**config.mk**
```make
export PLATFORM = sky130hd
export DESIGN_NAME = mcdt_demux_flat
export DESIGN_NICKNAME = d
export VERILOG_FILES = /design/src/rtl/mcdt_demux_if.sv /design/src/rtl/mcdt_demux.sv /design/src/flat_wrapper.sv
export SDC_FILE = /design/constraint.sdc
export NUM_CORES = 1
export LEC_CHECK = 0
export ABC_AREA = 1
export BUFFER_PORTS_ARGS = -buffer_cell sky130_fd_sc_hd__clkbuf_2
export CAP_MARGIN = 20
export CELL_PAD_IN_SITES_DETAIL_PLACEMENT = 2
export CELL_PAD_IN_SITES_GLOBAL_PLACEMENT = 2
export CORE_MARGIN = 5
export CORE_UTILIZATION = 40
export DETAILED_ROUTE_END_ITERATION = 16
export GPL_TIMING_DRIVEN = 1
export PLACE_DENSITY_LB_ADDON = 0.1
export SLEW_MARGIN = 20
export SYNTH_ARGS = -nofsm -noshare
export SYNTH_HDL_FRONTEND = slang
export SYNTH_SLANG_ARGS = --single-unit
```
**constraint.sdc**
```tcl
create_clock -name clk_i -period 3.8 [get_ports clk_i]
set_input_delay 0.76 -clock clk_i [delete_from_list [all_inputs] [get_ports clk_i]]
set_output_delay 0.76 -clock clk_i [all_outputs]
set_load 0.01 [all_outputs]
```
**src/rtl/mcdt_demux_if.sv**
```systemverilog
`default_nettype none
// ============================================================================
//  Module   : mcdt_demux_if
//  Purpose  : Bundle of the MCDT merged input and the three per-channel
//             valid/ready output streams of mcdt_demux.
//             Optional ports guarded by MCDT_DEMUX_STAT_EN.
//  Revision : 1.0  initial release
// ============================================================================
interface mcdt_demux_if #(
    parameter int DW    = 32,
    parameter int DEPTH = 8,
    parameter int LW    = $clog2(DEPTH) + 1
);
    logic [DW-1:0] mcdt_data_i;
    logic          mcdt_val_i;
    logic [1:0]    mcdt_id_i;

    logic [DW-1:0] ch0_data_o,  ch1_data_o,  ch2_data_o;
    logic          ch0_valid_o, ch1_valid_o, ch2_valid_o;
    logic          ch0_ready_i, ch1_ready_i, ch2_ready_i;
    logic [LW-1:0] ch0_level_o, ch1_level_o, ch2_level_o;
    logic [2:0]    ovf_o;
    logic          err_id_o;
`ifdef MCDT_DEMUX_STAT_EN
    logic [15:0]   ch0_cnt_o, ch1_cnt_o, ch2_cnt_o;
`endif

    modport slave (
        input  mcdt_data_i, mcdt_val_i, mcdt_id_i,
        input  ch0_ready_i, ch1_ready_i, ch2_ready_i,
        output ch0_data_o,  ch1_data_o,  ch2_data_o,
        output ch0_valid_o, ch1_valid_o, ch2_valid_o,
        output ch0_level_o, ch1_level_o, ch2_level_o,
`ifdef MCDT_DEMUX_STAT_EN
        output ch0_cnt_o,   ch1_cnt_o,   ch2_cnt_o,
`endif
        output ovf_o, err_id_o
    );

    modport master (
        output mcdt_data_i, mcdt_val_i, mcdt_id_i,
        output ch0_ready_i, ch1_ready_i, ch2_ready_i,
        input  ch0_data_o,  ch1_data_o,  ch2_data_o,
        input  ch0_valid_o, ch1_valid_o, ch2_valid_o,
        input  ch0_level_o, ch1_level_o, ch2_level_o,
`ifdef MCDT_DEMUX_STAT_EN
        input  ch0_cnt_o,   ch1_cnt_o,   ch2_cnt_o,
`endif
        input  ovf_o, err_id_o
    );
endinterface
`default_nettype wire

```
**src/rtl/mcdt_demux.sv**
```systemverilog
`default_nettype none
// ============================================================================
//  Module   : mcdt_demux
//  Purpose  : Splits the merged MCDT stream into three FWFT channel FIFOs with
//             sticky overflow / illegal-ID flags. MCDT_DEMUX_STAT_EN adds
//             per-channel 16-bit accepted-word counters.
//  Revision : 1.0  initial release
// ============================================================================
module mcdt_demux #(
    parameter int DW    = 32,
    parameter int DEPTH = 8,
    parameter int LW    = $clog2(DEPTH) + 1
) (
    input  logic        clk_i,
    input  logic        rst_i,
    mcdt_demux_if.slave bus
);
    localparam int AW = $clog2(DEPTH);

    logic [DW-1:0] w_data  [3];
    logic [LW-1:0] w_level [3];
    logic [2:0]    w_valid;
    logic [2:0]    w_ready;
    logic [2:0]    w_ovf_set;
`ifdef MCDT_DEMUX_STAT_EN
    logic [15:0]   w_cnt   [3];
`endif

    logic [2:0]    ovf_q;
    logic          err_q;

    assign w_ready = {bus.ch2_ready_i, bus.ch1_ready_i, bus.ch0_ready_i};

    for (genvar n = 0; n < 3; n++) begin : g_ch
        logic [DW-1:0] mem_q [DEPTH];
        logic [AW-1:0] wr_q, wr_d, rd_q, rd_d;
        logic [LW-1:0] lvl_q, lvl_d;
        logic          push, pop, full, accept;

        // A full FIFO still takes a write when the head leaves in the same cycle.
        always_comb begin
            push   = bus.mcdt_val_i && (bus.mcdt_id_i == 2'(n));
            pop    = (lvl_q != '0) && w_ready[n];
            full   = (lvl_q == LW'(DEPTH));
            accept = push && (!full || pop);
            wr_d   = accept ? wr_q + AW'(1) : wr_q;
            rd_d   = pop    ? rd_q + AW'(1) : rd_q;
            lvl_d  = lvl_q;
            if (accept && !pop)
                lvl_d = lvl_q + LW'(1);
            else if (pop && !accept)
                lvl_d = lvl_q - LW'(1);
        end

        always_ff @(posedge clk_i) begin
            if (rst_i) begin
                wr_q  <= '0;
                rd_q  <= '0;
                lvl_q <= '0;
            end else begin
                wr_q  <= wr_d;
                rd_q  <= rd_d;
                lvl_q <= lvl_d;
            end
        end

        always_ff @(posedge clk_i) begin
            if (accept && !rst_i)
                mem_q[wr_q] <= bus.mcdt_data_i;
        end

        assign w_ovf_set[n] = push && full && !pop;
        assign w_valid[n]   = (lvl_q != '0);
        assign w_data[n]    = w_valid[n] ? mem_q[rd_q] : '0;
        assign w_level[n]   = lvl_q;

`ifdef MCDT_DEMUX_STAT_EN
        logic [15:0] cnt_q;
        always_ff @(posedge clk_i) begin
            if (rst_i)
                cnt_q <= '0;
            else if (accept)
                cnt_q <= cnt_q + 16'd1;
        end
        assign w_cnt[n] = cnt_q;
`endif
    end

    always_ff @(posedge clk_i) begin
        if (rst_i) begin
            ovf_q <= '0;
            err_q <= 1'b0;
        end else begin
            ovf_q <= ovf_q | w_ovf_set;
            err_q <= err_q | (bus.mcdt_val_i && (bus.mcdt_id_i == 2'd3));
        end
    end

    assign bus.ch0_data_o  = w_data[0];
    assign bus.ch1_data_o  = w_data[1];
    assign bus.ch2_data_o  = w_data[2];
    assign bus.ch0_valid_o = w_valid[0];
    assign bus.ch1_valid_o = w_valid[1];
    assign bus.ch2_valid_o = w_valid[2];
    assign bus.ch0_level_o = w_level[0];
    assign bus.ch1_level_o = w_level[1];
    assign bus.ch2_level_o = w_level[2];
    assign bus.ovf_o       = ovf_q;
    assign bus.err_id_o    = err_q;
`ifdef MCDT_DEMUX_STAT_EN
    assign bus.ch0_cnt_o   = w_cnt[0];
    assign bus.ch1_cnt_o   = w_cnt[1];
    assign bus.ch2_cnt_o   = w_cnt[2];
`endif
endmodule
`default_nettype wire

```
**src/flat_wrapper.sv**
```systemverilog
// flat-port wrapper written by rule: the top's interface ports become plain ports
module mcdt_demux_flat 
#(
    parameter int DW    = 32,
    parameter int DEPTH = 8,
    parameter int LW    = $clog2(DEPTH) + 1
)
  (clk_i, rst_i, bus_mcdt_data_i, bus_mcdt_val_i, bus_mcdt_id_i, bus_ch0_ready_i, bus_ch1_ready_i, bus_ch2_ready_i, bus_ch0_data_o, bus_ch1_data_o, bus_ch2_data_o, bus_ch0_valid_o, bus_ch1_valid_o, bus_ch2_valid_o, bus_ch0_level_o, bus_ch1_level_o, bus_ch2_level_o, bus_ovf_o, bus_err_id_o);
  mcdt_demux_if #(.DW(DW), .DEPTH(DEPTH), .LW(LW)) bus_i ();
  input  logic clk_i;
  input  logic rst_i;
  input wire logic [$bits(bus_i.mcdt_data_i)-1:0] bus_mcdt_data_i;
  input wire logic [$bits(bus_i.mcdt_val_i)-1:0] bus_mcdt_val_i;
  input wire logic [$bits(bus_i.mcdt_id_i)-1:0] bus_mcdt_id_i;
  input wire logic [$bits(bus_i.ch0_ready_i)-1:0] bus_ch0_ready_i;
  input wire logic [$bits(bus_i.ch1_ready_i)-1:0] bus_ch1_ready_i;
  input wire logic [$bits(bus_i.ch2_ready_i)-1:0] bus_ch2_ready_i;
  output wire logic [$bits(bus_i.ch0_data_o)-1:0] bus_ch0_data_o;
  output wire logic [$bits(bus_i.ch1_data_o)-1:0] bus_ch1_data_o;
  output wire logic [$bits(bus_i.ch2_data_o)-1:0] bus_ch2_data_o;
  output wire logic [$bits(bus_i.ch0_valid_o)-1:0] bus_ch0_valid_o;
  output wire logic [$bits(bus_i.ch1_valid_o)-1:0] bus_ch1_valid_o;
  output wire logic [$bits(bus_i.ch2_valid_o)-1:0] bus_ch2_valid_o;
  output wire logic [$bits(bus_i.ch0_level_o)-1:0] bus_ch0_level_o;
  output wire logic [$bits(bus_i.ch1_level_o)-1:0] bus_ch1_level_o;
  output wire logic [$bits(bus_i.ch2_level_o)-1:0] bus_ch2_level_o;
  output wire logic [$bits(bus_i.ovf_o)-1:0] bus_ovf_o;
  output wire logic [$bits(bus_i.err_id_o)-1:0] bus_err_id_o;
  assign bus_i.mcdt_data_i = bus_mcdt_data_i;
  assign bus_i.mcdt_val_i = bus_mcdt_val_i;
  assign bus_i.mcdt_id_i = bus_mcdt_id_i;
  assign bus_i.ch0_ready_i = bus_ch0_ready_i;
  assign bus_i.ch1_ready_i = bus_ch1_ready_i;
  assign bus_i.ch2_ready_i = bus_ch2_ready_i;
  assign bus_ch0_data_o = bus_i.ch0_data_o;
  assign bus_ch1_data_o = bus_i.ch1_data_o;
  assign bus_ch2_data_o = bus_i.ch2_data_o;
  assign bus_ch0_valid_o = bus_i.ch0_valid_o;
  assign bus_ch1_valid_o = bus_i.ch1_valid_o;
  assign bus_ch2_valid_o = bus_i.ch2_valid_o;
  assign bus_ch0_level_o = bus_i.ch0_level_o;
  assign bus_ch1_level_o = bus_i.ch1_level_o;
  assign bus_ch2_level_o = bus_i.ch2_level_o;
  assign bus_ovf_o = bus_i.ovf_o;
  assign bus_err_id_o = bus_i.err_id_o;
  mcdt_demux #(.DW(DW), .DEPTH(DEPTH), .LW(LW)) u_core (.clk_i(clk_i), .rst_i(rst_i), .bus(bus_i));
endmodule
```
==> summary.md <==
| Metric | Value |
|---|---|
| Synth area leader | edfxtp_1 |
| Worst R2R Setup Slack | approximately 960 ps |
| Final HPWL DP | between 60,000 and 70,000 um |
| Die X | 305 um |
| GRT Total Usage | 0.234 |
| Global-route wire length before repair | 170,000 um |
| Post-cts resize count | 0 |
| Final-report hold violation count | 0 |
| CTS H-Tree Depth | 3 |
| Chip height | around 300 um |
| Critical path, cell by cell | clkinv_2 -> buf_12 -> nand2_1 -> nand3_1 -> nand3_1 -> nand2_1 -> nor2_1 -> clkbuf_2 |
| Fraction of layout cells with a size suffix above 1 | 0.109 |
| Rel. slew slack | 0.309 |
| PD cells | between 600 and 700 nW/um^2 |
| Root buffer selected by CTS | clkbuf_16 |
| Synth Register Bits | approximately 800 |
| Pre-Repair DR Iteration Count | 5 |
| Post-Synthesis Net Count | 3,511 |
| Distinct cells, synth | 25 |
| Postcts setup bufs | 0 |
| DP Area | approximately 37,000 um^2 |
| Top-area cell type share of the netlist area | 0.664 |
| Critical Path Max Stage Delay | roughly 590 ps |
| Peak supply drop | approximately 460 uV |
| Finish-stage setup viols | 0 |
| IO Pins | between 150 and 200 |
| Hold path startpoint | bus_mcdt_val_i |
| Leakage | approximately 17 nW |
| Clk_lat worst skew | 620 ps |
| CTS tree | built |
| Final WL | around 110,000 um |
| Synth Warn # | 0 |
| Synthesized cell area | ~35,000 um^2 |
| Ant. Diodes | 0 |
| Synth top area cells | edfxtp_1, nand2_1, nand3_1 |
| CTS Hold Buffers Added | 0 |
| Largest net degree at the start of global routing | roughly 130 |
| Setup TNS | 0 ps |
| Layout net count | about 3,700 |
| Post-synthesis average cell area | just over 10 um^2 |
| Vias post-DR | ~25,000 |
| Antenna Nets Post-Route | 0 |
| Pins Over Slew Limit | 0 |
| Worst-path clk slew | 60 ps |
| Syn-to-layout area delta | 15.0% |
| Initial antenna violation count | 2 |
| Design Area, Final | between 30,000 and 40,000 um^2 |
| Worst path required time | 3040 ps |
| Max Cap Viol | 0 |
| CTS sink cnt | ~810 |
| Crit. End Element | output port |
| Clock Skews | around 16 ps |
| Core area | approximately 86,000 um^2 |
| Total power | ~26 mW |
| Sequential cell area fraction in the yosys report | 0.689 |
| Hold Path Depth | 3 |
| Arrival time of the worst setup path | about 2700 ps |
| Worst-case reg-to-reg path depth | 11 |
| EDFF count, synth | 768 |
| Setup CP Type | flip-flop to output port |
| CTS buffer count | roughly 90 |
| Routability cong. | 0.776 |
| Highest Clock Rate | 289 MHz |
| Slowest cell on crit path | dfxtp_4 |
| Synth Flop Type | edfxtp_1 |
| Status | finished clean |
| Most numerous cell in the Yosys netlist | nand2_1 |
| Min-Delay Endpoint | u_core.bus.err_id_o$_SDFF_PP0_ |
| DIE AREA | 92,800 um^2 |
| Post-synth ARST share | 0 |
| Worst-margin pin slew | approximately 1000 ps |
| Vias in the first global route | about 29,000 |
| Period utilization | 0.912 |
| DRC | 0 |
| Vias per inst | roughly 5 |
| Top cells by count, synth | nand2_1, edfxtp_1, inv_1 |
| Period minus WS final | 3470 ps |
| Mapped Cells | between 3,000 and 4,000 |
| Hold Path Class | primary input to flip-flop |
| 1st-iter DRT viols | between 1,500 and 2,000 |
| Max FO, Critical Path | 66 |
| Unrepaired setup endpoints after global routing | no |
| Starting Density | 0.402 |
| CP startpoint kind | flip-flop |
| Per-cell routed wire length | approximately 23 um |
| RR Endpoint | u_core.bus.ch0_level_o[3]$_SDFFE_PP0P_ |
| GRT overflow | 0 |
| FP Rows | between 100 and 150 |
| Clock buffer depth | 3 |
| R2r startpoint | u_core.bus.ch0_level_o[0]$_SDFFE_PP0P_ |
| Number of port buffers | 154 |
-- how the worst max path moves through the flow --
stage                                       endpoint
5_1_grt                            bus_ch2_data_o[1]
2_1_floorplan   u_core.g_ch[0].mem_q[1][0]$_DFFE_PP_
3_3_place_gp   u_core.g_ch[2].mem_q[6][15]$_DFFE_PP_
3_5_place_dp   u_core.g_ch[2].mem_q[6][12]$_DFFE_PP_
6_report                           bus_ch2_data_o[1]
4_1_cts                            bus_ch2_data_o[1]
-- flip-flops by register name, indices dropped and copies added, names as in the netlist, named ones only --
name,count
u_core.bus.ch1_level_o,4
u_core.bus.ovf_o,3
u_core.bus.err_id_o,1
u_core.g_ch.wr_q,9
u_core.g_ch.mem_q,768
u_core.bus.ch0_level_o,4
u_core.bus.ch2_level_o,4
u_core.g_ch.rd_q,9
-- logic make-up after synthesis --
family,count (synthesis),share of synthesized area
buffers and inverters,587,0.0680
and+or+nand+nor,1998,0.230
AOI/OAI and AO/OA,32,0.00461
DFF,811,0.689
xor gates and xnor gates,7,0.00177
adders and majority gates,18,0.00713
-- final cells by class --
| cell class | count | area [um^2] |
|---|---|---|
| Fill cell | 9031 | 46500 |
| Sequential cell | 811 | 23900 |
| Multi-Input combinational cell | 2055 | 8620 |
| Clock buffer | 125 | 2570 |
| Inverter | 427 | 1610 |
| Tap cell | 1155 | 1450 |
| Timing Repair Buffer | 217 | 1440 |
| Clock inverter | 39 | 310 |
-- power breakdown --
group | internal [mW] | switching, mW
logic | 2.18 | 5.39
clock network | 5.04 | 3.57
registers | 9.94 | 0.229
-- stage by stage --
step                worst slack [ps]  hold WS (ps)   util  cells
detailed placement               876           457  0.429   4665
global route                     148           418  0.462   4829
CTS                              237           401  0.462   4829
floorplan                        737           458      -   3453
finish                           335           434  0.462   4829
global placement                1010           440  0.429   4665
-- per-layer routing --
| metal | share of wire | up-vias | track usage |
|---|---|---|---|
| met5 | 0 | - | 0 |
| met4 | 0.017 | 0 | 0.0491 |
| met3 | 0.032 | 125 | 0.0269 |
| met2 | 0.52 | 400 | 0.429 |
| met1 | 0.43 | 12900 | 0.301 |
| li1 | - | 11300 | - |
-- critical path: cells and delay by family (launching register included) --
family | cells | cell delay, ps
flops | 1 | 590
simple gates | 5 | 610
buf+inv | 3 | 880
-- cell usage in the layout, fill, tap and decap left out, types with 5 or more instances in the layout --
master and n:
inv_2 5, nand2_1 1411, nor2_4 24, buf_12 16, clkinv_2 21, ha_1 15
dfxtp_2 6, xor2_1 7, clkbuf_16 95, inv_1 418, clkbuf_2 154, buf_4 47
clkbuf_1 22, nor2_1 227, a21oi_1 24, bufinv_16 5, o21ai_0 8, dfxtp_1 34
edfxtp_1 768, clkinv_1 15, nand3_1 316, clkbuf_8 8
Note: power is estimated with default switching activity, not from simulation.
